File: config.mk
export PLATFORM = sky130hd
export DESIGN_NAME = tdm_demux_1to2
export DESIGN_NICKNAME = d
export VERILOG_FILES = /design/src/rtl/tdm_demux_1to2.sv
export SDC_FILE = /design/constraint.sdc
export NUM_CORES = 1
export LEC_CHECK = 0
export CAP_MARGIN = 20
export CORE_UTILIZATION = 48
export CTS_BUF_LIST = sky130_fd_sc_hd__clkbuf_4
export CTS_CLUSTER_DIAMETER = 100
export DETAILED_ROUTE_END_ITERATION = 12
export PLACE_DENSITY = 0.85
export SYNTH_ARGS = -nofsm -noshare
export SYNTH_HDL_FRONTEND = slang
export SYNTH_SLANG_ARGS = --single-unit
File: constraint.sdc
create_clock -name clk -period 1.45 [get_ports clk]
set_input_delay 0.2175 -clock clk [delete_from_list [all_inputs] [get_ports clk]]
set_output_delay 0.2175 -clock clk [all_outputs]
set_load 0.05 [all_outputs]
File: src/rtl/tdm_demux_1to2.sv
// Receive-side 1:2 TDM demultiplexer: splits a sync-framed bit-serial stream into
// channel A (even slots) and channel B (odd slots) words, MSB first on the line.
module tdm_demux_1to2 #(
    parameter int WIDTH = 4
) (
    input  logic             clk,
    input  logic             rst_n,
    input  logic             din,
    input  logic             din_en,
    input  logic             sync,
    output logic [WIDTH-1:0] a_out,
    output logic [WIDTH-1:0] b_out,
    output logic             out_valid,
    output logic             frame_err,
    output logic             busy
);

    localparam int SLOTS = 2 * WIDTH;
    localparam int CNT_W = $clog2(SLOTS);
    localparam logic [CNT_W-1:0] LAST_SLOT = CNT_W'(SLOTS - 1);

    typedef enum logic {
        IDLE = 1'b0,
        RECV = 1'b1
    } state_t;

    state_t           r_state;
    state_t           w_state_nxt;
    logic [CNT_W-1:0] r_cnt;
    logic [CNT_W-1:0] w_cnt_nxt;
    logic [WIDTH-1:0] r_sh_a;
    logic [WIDTH-1:0] r_sh_b;
    logic [WIDTH-1:0] w_sh_a_nxt;
    logic [WIDTH-1:0] w_sh_b_nxt;
    logic [WIDTH-1:0] r_a_out;
    logic [WIDTH-1:0] r_b_out;
    logic [WIDTH-1:0] w_a_out_nxt;
    logic [WIDTH-1:0] w_b_out_nxt;
    logic             r_out_valid;
    logic             r_frame_err;
    logic             w_valid_nxt;
    logic             w_err_nxt;

    // NOTE: every signal gets a default before any branch, so no path leaves one
    // unassigned and no latch can be inferred.
    always_comb begin
        w_state_nxt = r_state;
        w_cnt_nxt   = r_cnt;
        w_sh_a_nxt  = r_sh_a;
        w_sh_b_nxt  = r_sh_b;
        w_a_out_nxt = r_a_out;
        w_b_out_nxt = r_b_out;
        w_valid_nxt = 1'b0;
        w_err_nxt   = 1'b0;

        if (din_en) begin
            if (sync) begin
                // Sync wins in any state; a frame in progress is abandoned.
                w_err_nxt   = (r_state == RECV);
                w_state_nxt = RECV;
                w_cnt_nxt   = CNT_W'(1);
                w_sh_a_nxt  = {{(WIDTH-1){1'b0}}, din};
                w_sh_b_nxt  = '0;
            end else if (r_state == RECV) begin
                if (!r_cnt[0]) begin
                    w_sh_a_nxt = {r_sh_a[WIDTH-2:0], din};
                end else begin
                    w_sh_b_nxt = {r_sh_b[WIDTH-2:0], din};
                end
                w_cnt_nxt = r_cnt + 1'b1;

                // The last slot is odd, so it completes B in the same edge.
                if (r_cnt == LAST_SLOT) begin
                    w_a_out_nxt = r_sh_a;
                    w_b_out_nxt = {r_sh_b[WIDTH-2:0], din};
                    w_valid_nxt = 1'b1;
                    w_cnt_nxt   = '0;
                    w_state_nxt = IDLE;
                end
            end
        end
    end

    // NOTE: sequential state uses non-blocking assignments so every register
    // samples pre-edge values regardless of statement order.
    always_ff @(posedge clk or negedge rst_n) begin
        if (!rst_n) begin
            r_state     <= IDLE;
            r_cnt       <= '0;
            r_sh_a      <= '0;
            r_sh_b      <= '0;
            r_a_out     <= '0;
            r_b_out     <= '0;
            r_out_valid <= 1'b0;
            r_frame_err <= 1'b0;
        end else begin
            r_state     <= w_state_nxt;
            r_cnt       <= w_cnt_nxt;
            r_sh_a      <= w_sh_a_nxt;
            r_sh_b      <= w_sh_b_nxt;
            r_a_out     <= w_a_out_nxt;
            r_b_out     <= w_b_out_nxt;
            r_out_valid <= w_valid_nxt;
            r_frame_err <= w_err_nxt;
        end
    end

    assign a_out     = r_a_out;
    assign b_out     = r_b_out;
    assign out_valid = r_out_valid;
    assign frame_err = r_frame_err;
    assign busy      = (r_state == RECV);

endmodule
# Word level (Yosys, flattened, before mapping)
# Cells that the tools add are included.
# Widths: inputs -> output; s select.
dict set report word_totals {
  regBits 21
  latch_bits 0
  mem_bits_rw 0
  rom_bits 0
  input_bits 5
  out_inout_bits 11
  memories 0
}
dict set report op_classes {
  n_addsub 1
  multipliers 0
  div 0
  order_cmp 0
  n_eq_ne 2
  shifts 0
  n_mux 18
  bitwise 1
  n_reduce_logical 6
}
# cell count
set ops {}
lappend ops {{$mux 3} 6}
lappend ops {{$mux 4} 3}
lappend ops {{$mux 1} 9}
lappend ops {{$reduce_and 3->1} 2}
lappend ops {{$reduce_and 4->1} 1}
lappend ops {{$reduce_bool 2->1} 2}
lappend ops {{$add 3x1->3 const B} 1}
lappend ops {{$eq 3x3->1 const B} 1}
lappend ops {{$ne 2x2->1 const B} 1}
lappend ops {{$reduce_and 2->1} 1}
lappend ops {{$not 1->1} 1}

# Longest topological paths before layout
dict set report logic_depth {
  word_depth 5
  mapped_depth 6
  ltp_nobuf 5
}

# Worst setup path after synthesis
# OpenSTA, ideal clock, no wires.
dict set report synth_timing {
  kind {register to register}
  start {register r_state (netlist: busy)}
  end {register r_sh_a[0]}
  setup_time_ps 125
  arrival_ps 1433
  required_ps 1325
  setup_slack_ps -107
  path_stages_with_launch 5
  n_path_buf 1
  cell_sequence {dfrtp_1 -> buf_4 -> nand2b_2 -> a21oi_1 -> mux2_2}
}
dict set report synth_via {
  elab_chain_cells 2
}
# element line
set synth_rtl {}
lappend synth_rtl {{start: declaration} 27} ;# state_t r_state;
lappend synth_rtl {{start signal: assignment} 97} ;# r_state <= w_state_nxt;
lappend synth_rtl {{$reduce_bool 2->1 (no source line)} --}
lappend synth_rtl {{$reduce_and 3->1 (no source line)} --}
lappend synth_rtl {{end signal: assignment} 99} ;# r_sh_a <= w_sh_a_nxt;
lappend synth_rtl {{end: declaration} 31} ;# logic [WIDTH-1:0] r_sh_a;
# Every way passes these cells.
# A chain may end at the register's enable or synchronous reset.

# Worst setup path after layout
dict set report layout_timing {
  start {register r_cnt[0]}
  end {register r_b_out[0] (netlist: b_out[0])}
}
dict set report layout_via {
  elab_chain_cells 2
}
# element line
set layout_rtl {}
lappend layout_rtl {{start: declaration} 29} ;# logic [CNT_W-1:0] r_cnt;
lappend layout_rtl {{start signal: assignment} 98} ;# r_cnt <= w_cnt_nxt;
lappend layout_rtl {{$eq 3x3->1} 73} ;# if (r_cnt == LAST_SLOT) begin
lappend layout_rtl {{$reduce_and 4->1 (no source line)} --}
lappend layout_rtl {{end signal: assignment} 102} ;# r_b_out <= w_b_out_nxt;
lappend layout_rtl {{end: declaration} 36} ;# logic [WIDTH-1:0] r_b_out;
# Every way passes these cells.

==> metrics.txt <==
# TYPE chip_impl_metric gauge
chip_impl_metric{name="number_of_filler_cells_placed_in_the_layout",unit=""} 134
chip_impl_metric{name="n_antenna_cell",unit=""} 0
chip_impl_metric{name="avg_cell_area_syn",unit="sq um"} 11.8
chip_impl_info{name="cts_tree",value="done"} 1
chip_impl_metric{name="critical_path.max_fanout",unit=""} 6
chip_impl_info{name="outcome",value="finished clean"} 1
chip_impl_metric{name="cts_inserted_buffers",unit=""} 3
chip_impl_metric{name="timing.critical_path.slowest_cell_delay",unit="ps"} 400
chip_impl_info{name="layout_common_cells",value="dfrtp_1, nand2_1, o21ai_0, buf_12, buf_4"} 1
chip_impl_metric{name="final_min_period_over_clock_period",unit="%"} 94.9
chip_impl_metric{name="dr_pass1_iterations",unit=""} 4
chip_impl_info{name="holdCritPathClass",value="input pin to asynchronous set/reset pin"} 1
chip_impl_metric{name="finalWeightedCongestion",unit=""} 0.837
chip_impl_metric{name="die_w",unit="um"} 46.6
chip_impl_metric{name="ys_seq_area_share",unit="%"} 55.1
chip_impl_metric{name="clkLatencyLatePin",unit="ps"} 310
chip_impl_metric{name="synth_largest_type_area_fraction",unit="%"} 55.1
chip_impl_metric{name="clk_buf_depth",unit=""} 2
chip_impl_info{name="setup.worst_path.end_class",value="flop"} 1
chip_impl_metric{name="fin_worst_skew",unit="ps"} 4.68
chip_impl_info{name="crit_type",value="flop to flop"} 1
chip_impl_info{name="cp_cell_sequence",value="ha_2 -> ha_4 -> nand4b_4 -> mux2_2"} 1
chip_impl_metric{name="numPlacedInstances",unit=""} 127
chip_impl_metric{name="finalMaxSlewViolations",unit=""} 0
chip_impl_metric{name="routed_wire_length_per_instance",unit="um"} 14.8
chip_impl_metric{name="fin_nets",unit=""} 114
chip_impl_metric{name="post_cts_buffers",unit=""} 0
chip_impl_metric{name="power_density",unit="nW/um^2"} 1090
chip_impl_info{name="synth.top_cells.by_area",value="dfrtp_1, mux2_2, o21ai_0"} 1
chip_impl_metric{name="h-tree-depth",unit=""} 1
chip_impl_info{name="critical_path.top_delay_family",value="flip-flops"} 1
chip_impl_metric{name="synthesis.instances",unit=""} 81
chip_impl_metric{name="power.static_leakage",unit="nW"} 0.629
chip_impl_metric{name="grt_usage",unit="%"} 22.0
chip_impl_metric{name="route.vias.total",unit=""} 709
chip_impl_metric{name="highest_ir_drop_seen_on_vdd",unit="mV"} 0.793
chip_impl_metric{name="drv_cap",unit=""} 0
chip_impl_metric{name="finish.utilization",unit="%"} 73.3
chip_impl_metric{name="detail_route_antenna_nets",unit=""} 0
chip_impl_info{name="rsz_0062_raised_after_global_routing",value="false"} 1
chip_impl_metric{name="syn-cell-area",unit="sq um"} 953
chip_impl_metric{name="worst_path_arrival_time",unit="ps"} 1580
chip_impl_metric{name="grt-ovfl-total",unit=""} 0
chip_impl_metric{name="relSlewSlack",unit="%"} 82.4
chip_impl_metric{name="std_cell_rows",unit=""} 15
chip_impl_metric{name="first_global_vias",unit=""} 716
chip_impl_metric{name="antenna_found_initial",unit=""} 0
chip_impl_metric{name="timing_hold_violations_final",unit=""} 0
chip_impl_metric{name="die_h",unit="um"} 46.6
chip_impl_metric{name="max_freq",unit="MHz"} 727
chip_impl_metric{name="io_buffers",unit=""} 15
chip_impl_metric{name="largest_net_degree_at_the_start_of_global_routing",unit=""} 22
chip_impl_info{name="yosys.area.top_type",value="dfrtp_1"} 1
chip_impl_metric{name="layout.cells.non_filler",unit=""} 131
chip_impl_metric{name="synth.yosys.warnings",unit=""} 0
chip_impl_metric{name="drive_above_1_share",unit="%"} 38.7
chip_impl_metric{name="setup_viol",unit=""} 0
chip_impl_metric{name="yosysUniqueCellTypes",unit=""} 20
chip_impl_metric{name="dpl.hpwl",unit="um"} 1520
chip_impl_metric{name="wire_length_of_the_first_global_routing_pass",unit="um"} 3160
chip_impl_info{name="crit_path_top_delay_cell",value="dfrtp_1"} 1
chip_impl_metric{name="crit_required",unit="ps"} 1660
chip_impl_metric{name="synthToLayoutAreaGrowth",unit="%"} 38.5
chip_impl_metric{name="timing.critical_path.buf_inv",unit=""} 0
chip_impl_metric{name="core-area",unit="sq um"} 1800
chip_impl_metric{name="synth.net_count",unit=""} 88
chip_impl_info{name="mostFrequentLayoutCell",value="dfrtp_1"} 1
chip_impl_metric{name="wl",unit="um"} 1940
chip_impl_metric{name="clk_pin_slew_worst_paths",unit="ps"} 110
chip_impl_metric{name="remaining_drc_errors",unit=""} 0
chip_impl_metric{name="floorplan.io_pins",unit=""} 16
chip_impl_info{name="crit_path_start_kind",value="flop"} 1
chip_impl_metric{name="period_minus_slack",unit="ps"} 1380
chip_impl_metric{name="clock-sinks",unit=""} 21
chip_impl_metric{name="detailedRoute.firstIterationViolations",unit=""} 16
chip_impl_metric{name="floorplan.initialDensity",unit="%"} 52.9
chip_impl_metric{name="synth-seq-cells",unit=""} 21
chip_impl_metric{name="drt-vias-per-instance",unit=""} 5.41
chip_impl_info{name="cts-root-buf",value="clkbuf_4"} 1
chip_impl_metric{name="total_die_area",unit="sq um"} 2170
chip_impl_metric{name="max_slew.worst_pin.slew",unit="ps"} 264
through the flow:
stage                     setup WS, ps  hold WS [ps]  total power [mW]  area, sq um  setup TNS, ps
final                             74.4           245              1.44         1320              0
after global routing              18.4           265              1.51         1320              0
after CTS                         8.69           264              1.43         1290              0
after detailed placement          -101           531              1.15         1270           -630
after global placement           -42.2           495              1.12         1270           -175
after floorplan                   3.84         -78.1             0.944          955              0
registers in the layout, indices dropped and copies added (netlist names):
signal	count
a_out	4
b_out	4
busy	1
frame_err	1
out_valid	1
r_cnt	3
r_sh_a	4
r_sh_b	3
worst register-to-register path, stage by stage (launching register included):
cell and delay [ps]:
dfrtp_1 400, ha_2 200, ha_4 170, nand4b_4 150, mux2_2 350
power breakdown:
group	switching, mW	total, mW	internal [mW]
Combinational	0.214	0.432	0.218
Sequential	0.0646	0.722	0.657
Clock	0.179	0.283	0.103
area by class of cell:
cell class                      count  area, sq um  area share (%)
Clock buffer                        3         22.5            1.71
Sequential cell                    21          527            39.9
Inverter                            7         26.3            1.99
Timing Repair Buffer               25          327            24.7
Multi-Input combinational cell     49          382            28.9
Clock inverter                      1         5.00           0.379
Tap cell                           25         31.3            2.37
per-layer routing:
layer  wire length, um  vias to the layer above  share of wire (%)  GRT usage, %
met1               699                      348                 36          22.3
met3                62                        5                3.2          3.53
li1                  -                      335                  -             -
met2              1140                       21                 59          42.5
met5                 0                        -                  0             0
met4                36                        0                1.9          10.6
cells by family after synthesis:
logic type	count (synthesis)	synth area share [%]
muxes	8	9.84
AOI/OAI and AO/OA	18	12.5
adders and majority gates	2	2.62
buffers and inverters	11	7.09
DFF	21	55.1
and+or+nand+nor	21	12.9
what timing repair did:
action | 4_1_cts | 5_1_grt
setup endpoints to repair | 0 | 7
endpoints found under the hold margin | 0 | 0
resized for setup | 0 | 5
hold buffers | 0 | 0
worst paths after layout:
check / start / end / slack [ps] / depth (start not counted)
min: rst_n / a_out[2] / 250 / 2
max: r_cnt[0] / b_out[0] / 70 / 4
max reg2reg: r_cnt[0] / b_out[0] / 70 / 4
min reg2reg: a_out[2] / a_out[2] / 550 / 2
min in group clk: a_out[2] / a_out[2] / 550 / 2
max in group asynchronous: rst_n / busy / 970 / 2
Yosys cell counts:
master and instances:
mux2_2 7, nand2b_2 1, nand2_1 11, a22o_1 1, and3_1 4, mux2_4 1
nand3_1 2, o21ai_0 10, a21oi_1 1, o22ai_1 2, buf_4 1, inv_1 7
ha_1 2, nor3_2 1, nand4b_4 1, dfrtp_1 21, a221o_1 3, o22ai_2 1
nor2_1 1, buf_6 3
Power figures use the tool's default switching activity.
